<file path="src/rtl/imul1_mul_unit_pkg.sv">
// imul1_mul_unit_pkg
// Shared definitions for the MiniAlu multiplier: default operand width, the
// nibble width used by the IMUL1_4 opcode, and the multiply opcodes that the
// ALU decoder turns into iMode4 / iEnable for imul1_mul_unit.
package imul1_mul_unit_pkg;

    localparam int DEFAULT_WIDTH = 16;
    localparam int NIBBLE_W      = 4;

    // IMUL1_4  : nibble product, combinational result only
    // IMUL1_16 : full-width product, combinational result only
    // SMUL     : full-width product captured into RL/RH
    typedef enum logic [1:0] {
        OP_IMUL1_4  = 2'd0,
        OP_IMUL1_16 = 2'd1,
        OP_SMUL     = 2'd2
    } mulOpcode_t;

endpackage

</file>
<file path="src/rtl/imul1_array.sv">
// imul1_array
// Combinational unsigned N x N -> 2N shift-and-add array multiplier.
// Row i's partial product is iA gated by iB[i]. Each row is added to the
// upper N bits of the previous running sum; the low bit of every running
// sum is final and is retired as product bit i.
// Ports:
//   iA, iB    : N-bit unsigned operands
//   oProduct  : 2N-bit unsigned product
module imul1_array #(
    parameter int N = 16
) (
    input  logic [N-1:0]   iA,
    input  logic [N-1:0]   iB,
    output logic [2*N-1:0] oProduct
);

    genvar i;
    generate
        for (i = 0; i < N; i++) begin : gRow
            logic [N-1:0] partial;
            logic [N:0]   sum;

            assign partial = iA & {N{iB[i]}};

            if (i == 0) begin : gFirst
                assign sum = {1'b0, partial};
            end else begin : gAdd
                ripple_adder #(.N(N)) uAdd (
                    .iA     (gRow[i-1].sum[N:1]),
                    .iB     (partial),
                    .iCarry (1'b0),
                    .oSum   (sum[N-1:0]),
                    .oCarry (sum[N])
                );
            end

            if (i < N - 1) begin : gRetire
                assign oProduct[i] = sum[0];
            end
        end
    endgenerate

    // Last row supplies {carry, sum}, i.e. product bits [2N-1:N-1].
    assign oProduct[2*N-1:N-1] = gRow[N-1].sum;

endmodule

</file>
<file path="src/rtl/imul1_reg.sv">
// imul1_reg
// Generic positive-edge register with load enable and synchronous
// active-high reset (reset wins over enable).
// Ports:
//   Clock   : rising-edge clock
//   Reset   : synchronous clear
//   iEnable : load iD at the next edge
//   iD      : data in
//   oQ      : registered data
module imul1_reg #(
    parameter int W = 32
) (
    input  logic         Clock,
    input  logic         Reset,
    input  logic         iEnable,
    input  logic [W-1:0] iD,
    output logic [W-1:0] oQ
);

    always_ff @(posedge Clock) begin
        if (Reset) begin
            oQ <= '0;
        end else if (iEnable) begin
            oQ <= iD;
        end
    end

endmodule

</file>
<file path="src/rtl/ripple_adder.sv">
// ripple_adder
// N-bit ripple-carry adder built as a chain of full adders.
// Ports:
//   iA, iB  : N-bit addends
//   iCarry  : carry-in
//   oSum    : N-bit sum
//   oCarry  : carry-out
module ripple_adder #(
    parameter int N = 16
) (
    input  logic [N-1:0] iA,
    input  logic [N-1:0] iB,
    input  logic         iCarry,
    output logic [N-1:0] oSum,
    output logic         oCarry
);

    // The carry is a procedural variable so the chain stays one process
    // instead of a self-referencing carry vector.
    always_comb begin
        logic carry;
        carry = iCarry;
        oSum  = '0;
        for (int k = 0; k < N; k++) begin
            oSum[k] = iA[k] ^ iB[k] ^ carry;
            carry   = (iA[k] & iB[k]) | (carry & (iA[k] ^ iB[k]));
        end
        oCarry = carry;
    end

endmodule

</file>
<file path="src/rtl/imul1_mul_unit.sv">
// imul1_mul_unit
// MiniAlu unsigned multiplier. Drives the selected product combinationally
// for RAM write-back and optionally captures it into the RL/RH pair.
// Ports:
//   Clock   : rising-edge clock
//   Reset   : synchronous active-high, clears RL/RH
//   iA, iB  : WIDTH-bit unsigned operands
//   iMode4  : 1 = product of iA[3:0] x iB[3:0], 0 = full-width product
//   iEnable : load the selected product into RL/RH at the next edge
//   oResult : combinational selected product (2*WIDTH bits)
//   oRL     : low half of the last loaded product
//   oRH     : high half of the last loaded product
module imul1_mul_unit
    import imul1_mul_unit_pkg::*;
#(
    parameter int WIDTH = DEFAULT_WIDTH
) (
    input  logic               Clock,
    input  logic               Reset,
    input  logic [WIDTH-1:0]   iA,
    input  logic [WIDTH-1:0]   iB,
    input  logic               iMode4,
    input  logic               iEnable,
    output logic [2*WIDTH-1:0] oResult,
    output logic [WIDTH-1:0]   oRL,
    output logic [WIDTH-1:0]   oRH
);

    logic [2*WIDTH-1:0]    wideProduct;
    logic [2*NIBBLE_W-1:0] nibbleProduct;
    logic [2*WIDTH-1:0]    resultQ;

    imul1_array #(.N(WIDTH)) uWideArray (
        .iA       (iA),
        .iB       (iB),
        .oProduct (wideProduct)
    );

    // Separate small array so nibble mode is short-path, not a masked wide product.
    imul1_array #(.N(NIBBLE_W)) uNibbleArray (
        .iA       (iA[NIBBLE_W-1:0]),
        .iB       (iB[NIBBLE_W-1:0]),
        .oProduct (nibbleProduct)
    );

    assign oResult = iMode4 ? {{(2*WIDTH-2*NIBBLE_W){1'b0}}, nibbleProduct}
                            : wideProduct;

    imul1_reg #(.W(2*WIDTH)) uResultReg (
        .Clock   (Clock),
        .Reset   (Reset),
        .iEnable (iEnable),
        .iD      (oResult),
        .oQ      (resultQ)
    );

    assign oRL = resultQ[WIDTH-1:0];
    assign oRH = resultQ[2*WIDTH-1:WIDTH];

endmodule

</file>
<file path="config.mk">
export PLATFORM = sky130hd
export DESIGN_NAME = imul1_mul_unit
export DESIGN_NICKNAME = d
export VERILOG_FILES = /design/src/rtl/imul1_mul_unit_pkg.sv /design/src/rtl/imul1_array.sv /design/src/rtl/imul1_reg.sv /design/src/rtl/ripple_adder.sv /design/src/rtl/imul1_mul_unit.sv
export SDC_FILE = /design/constraint.sdc
export NUM_CORES = 1
export LEC_CHECK = 0
export ABC_AREA = 1
export ABC_CLOCK_PERIOD_IN_PS = 37900
export BUFFER_PORTS_ARGS = -buffer_cell sky130_fd_sc_hd__buf_4
export CAP_MARGIN = 20
export CORE_MARGIN = 3
export CORE_UTILIZATION = 45
export DETAILED_ROUTE_END_ITERATION = 10
export GPL_TIMING_DRIVEN = 0
export SLEW_MARGIN = 30
export SYNTH_ARGS = -nofsm -noshare
export SYNTH_HDL_FRONTEND = slang
export SYNTH_SLANG_ARGS = --single-unit
</file>
<file path="constraint.sdc">
create_clock -name Clock -period 37.9 [get_ports Clock]
set_input_delay 3.79 -clock Clock [delete_from_list [all_inputs] [get_ports Clock]]
set_output_delay 3.79 -clock Clock [all_outputs]
set_load 0.05 [all_outputs]
</file>
==> summary.txt <==
STA
  – Tcrit/Tclk final: between 70% and 80%
  – Tmin final: around 29 ns
  – RSZ-0062 raised after global routing: false
  – Endpoints failing hold: 0
  – Final slew viol count: 0
  – Slew HR: about two thirds
  – Post-Route Setup TNS: 0 ns
  – Worst-margin pin slew: 0.526 ns
  – Max Clock Freq: ~35 MHz
  – Clock Skew: 0 ns
  – Final setup violation count: 0

Worst setup path
  – Reg-to-reg startpoint: uResultReg.oQ[26]
  – Crit path DAT: 24.77 ns
  – Crit path max-delay cell type: fa_1
  – Worst setup path start: iB[0]
  – Reg2reg setup slack: roughly 37 ns
  – Critical path required time: 34.11 ns
  – CP Capture Point: oResult[30]
  – CP Max Fanout: 7
  – Crit path capture type: output pin
  – Worst Reg-to-Reg Cells: 2
  – Setup CP Type: in -> out
  – Crit start category: input port
  – Slowest stage delay, CP: roughly 0.54 ns
  – Reg-to-reg endpoint: uResultReg.oQ[26]
  – Most Frequent Cell on Critical Path: fa_1

Placement
  – GPL Wtd Cong: 0.804
  – Dpl cells: approximately 1300
  – Port buffer count: between 60 and 70
  – HPWL Detailed: about 16000 um

Clock tree
  – Worst-Skew Late Latency: between 0.2 and 0.3 ns
  – Post-CTS Setup Bufs: 0
  – Post-CTS Resized: 0
  – CTS Hold Bufs: 0
  – # H-tree levels: 2
  – Clock transition at the registers of the reported paths: 0.05 ns
  – Clk sinks: 32
  – Root buffer cell: clkbuf_16
  – TritonCTS Buffers: 5
  – CTS tree: done
  – Clk buf depth: 2

Synthesis
  – Syn Inst Count: between 1000 and 1500
  – Synthesized area per cell: around 8.4 um^2
  – Cell with the most instances after synthesis: inv_1
  – Yosys warns: 0
  – Largest family of logic cells by synthesized area: adder cells
  – Post-synthesis sequential area ratio: roughly 7.5%
  – Post-Synth Adder-Cell Area: approximately 56%
  – Most used DFF post-synth: dfxtp_1
  – XOR/XNOR share of the synthesized area: 0%
  – Synth top area share: between 50% and 60%
  – Cell taking the most area after synthesis: fa_1
  – Synth top area cells: fa_1, inv_1, nand2_1
  – Post-synthesis net count: ~1300
  – Synth Area in Compound Gates: between 4 and 5%
  – Synth Area in Simple Gates: between 10% and 20%
  – Most common library cells after synthesis: inv_1, nand2_1, fa_1, buf_2, dfxtp_1
  – Number of synthesized flops with an enable pin: 0
  – Cell variety after synth: 22
  – Mapped Area: between 0.008 and 0.009 mm^2
  – Mux share of post-synthesis cell area: 0%
  – Post-synth ARST share: 0%
  – Yosys reg bits: 32

Route
  – Routed wl met3: between 700 and 800 um
  – DR WL met2: approximately 8800 um
  – Drt drc: 0
  – Final ANT Viol Nets: 0
  – Metal-1 WL: about 7100 um
  – Vias: just under 6000
  – Via-to-Cell Ratio: roughly 4.4
  – Max layer used: met4
  – Routed wire length: 16800 um
  – Pre-antenna DRT Iters: 4
  – Per-cell routed wire length: around 13 um
  – Drt first-iter violations: 160

Hold path
  – Worst Hold Class: reg -> reg
  – Min-delay src: uResultReg.oQ[21]
  – Hold Path Cell Cnt: 2

Floorplanning
  – Num ports: 100
  – Total die area: just over 0.02 mm^2
  – Initial Utilization: approximately 47%
  – Core box area: between 0.015 and 0.02 mm^2
  – # rows: approximately 50
  – Die Span Y: roughly 140 um
  – Die W: about 140 um

Finish
  – Final cell count without fillers: 1326
  – Layout Nets: about 1400
  – Antenna diodes: 0
  – Most flop-heavy register: uResultReg.oQ
  – Max FFs per register: 32
  – Layout area overhead: 11.2%
  – Layout cells sized above 1: about 17%
  – Largest registers: uResultReg.oQ (32)

Flow run
  – Max-Cap Viols: 0

Global routing
  – First-pass GRT wire length: 29100 um
  – Initial antenna violation count: 1
  – Total GRT Usage: between 10% and 20%
  – Total grt overflow: 0
  – Largest net degree at the start of global routing: 11
  – Vias in the first global route: ~6300

Run status
  – Status: completed
critical path: cells and delay by family:
kind | cells | cell delay, ns
and+or+nand+nor | 2 | 0.25
adders and majority gates | 44 | 19.81
buffers and inverters | 8 | 0.93
how the worst min path moves through the flow:
| stage | to | slack, ns |
|---|---|---|
| finish | uResultReg.oQ[21] | 0.51 |
| CTS | uResultReg.oQ[3] | 0.51 |
| floorplan | uResultReg.oQ[23] | 0.73 |
| global route | uResultReg.oQ[3] | 0.52 |
| global placement | uResultReg.oQ[3] | 0.49 |
| detailed placement | uResultReg.oQ[3] | 0.50 |
placed cells by master, fill, tap and decap left out, types with 7 or more instances in the layout:
master    synthesis  layout
inv_1           300     300
nand2_1         272     272
fa_1            229     229
buf_4             3      69
buf_2            40      40
dfxtp_1          32      32
clkbuf_2         27      27
o21ai_0          23      23
a21oi_2          20      20
nand2_2          18      18
ha_1             17      17
nor2_1           12      12
o21ai_1           7       7
cells by family after synthesis:
| logic type | Yosys count |
|---|---|
| AOI/OAI and AO/OA | 56 |
| adders and majority gates | 246 |
| buffers and inverters | 381 |
| DFF | 32 |
| and+or+nand+nor | 308 |
cell type report:
| class | count | area, um^2 |
|---|---|---|
| plain buffers | 79 | 439 |
| fillers | 1755 | 8780 |
| clock buffers | 7 | 153 |
| multi-input cells | 610 | 6370 |
| repair buffers | 66 | 495 |
| well taps | 229 | 287 |
| inverters | 302 | 1140 |
| flip-flops and latches | 32 | 641 |
| clock inverters | 1 | 30.0 |
per-layer routing:
layer / up-vias / track usage [%]
met5: - / 0
met3: 16 / 1.26
met2: 108 / 32.9
met1: 2791 / 22.6
li1: 2920 / -
met4: 0 / 2.80
through the flow:
stage / worst slack, ns / area [um^2] / hold WS [ns] / util [%]
after floorplan: 10.24 / 8590 / 0.726 / -
after global placement: 9.40 / 9370 / 0.486 / 51.1
after detailed placement: 9.15 / 9370 / 0.499 / 51.1
after CTS: 9.15 / 9560 / 0.511 / 52.1
after global routing: 8.61 / 9560 / 0.523 / 52.1
final: 9.34 / 9560 / 0.509 / 52.1
Power is left out: the tool's default activity adds up to more than one toggle a clock period on the data nets, which glitch-free logic cannot reach.
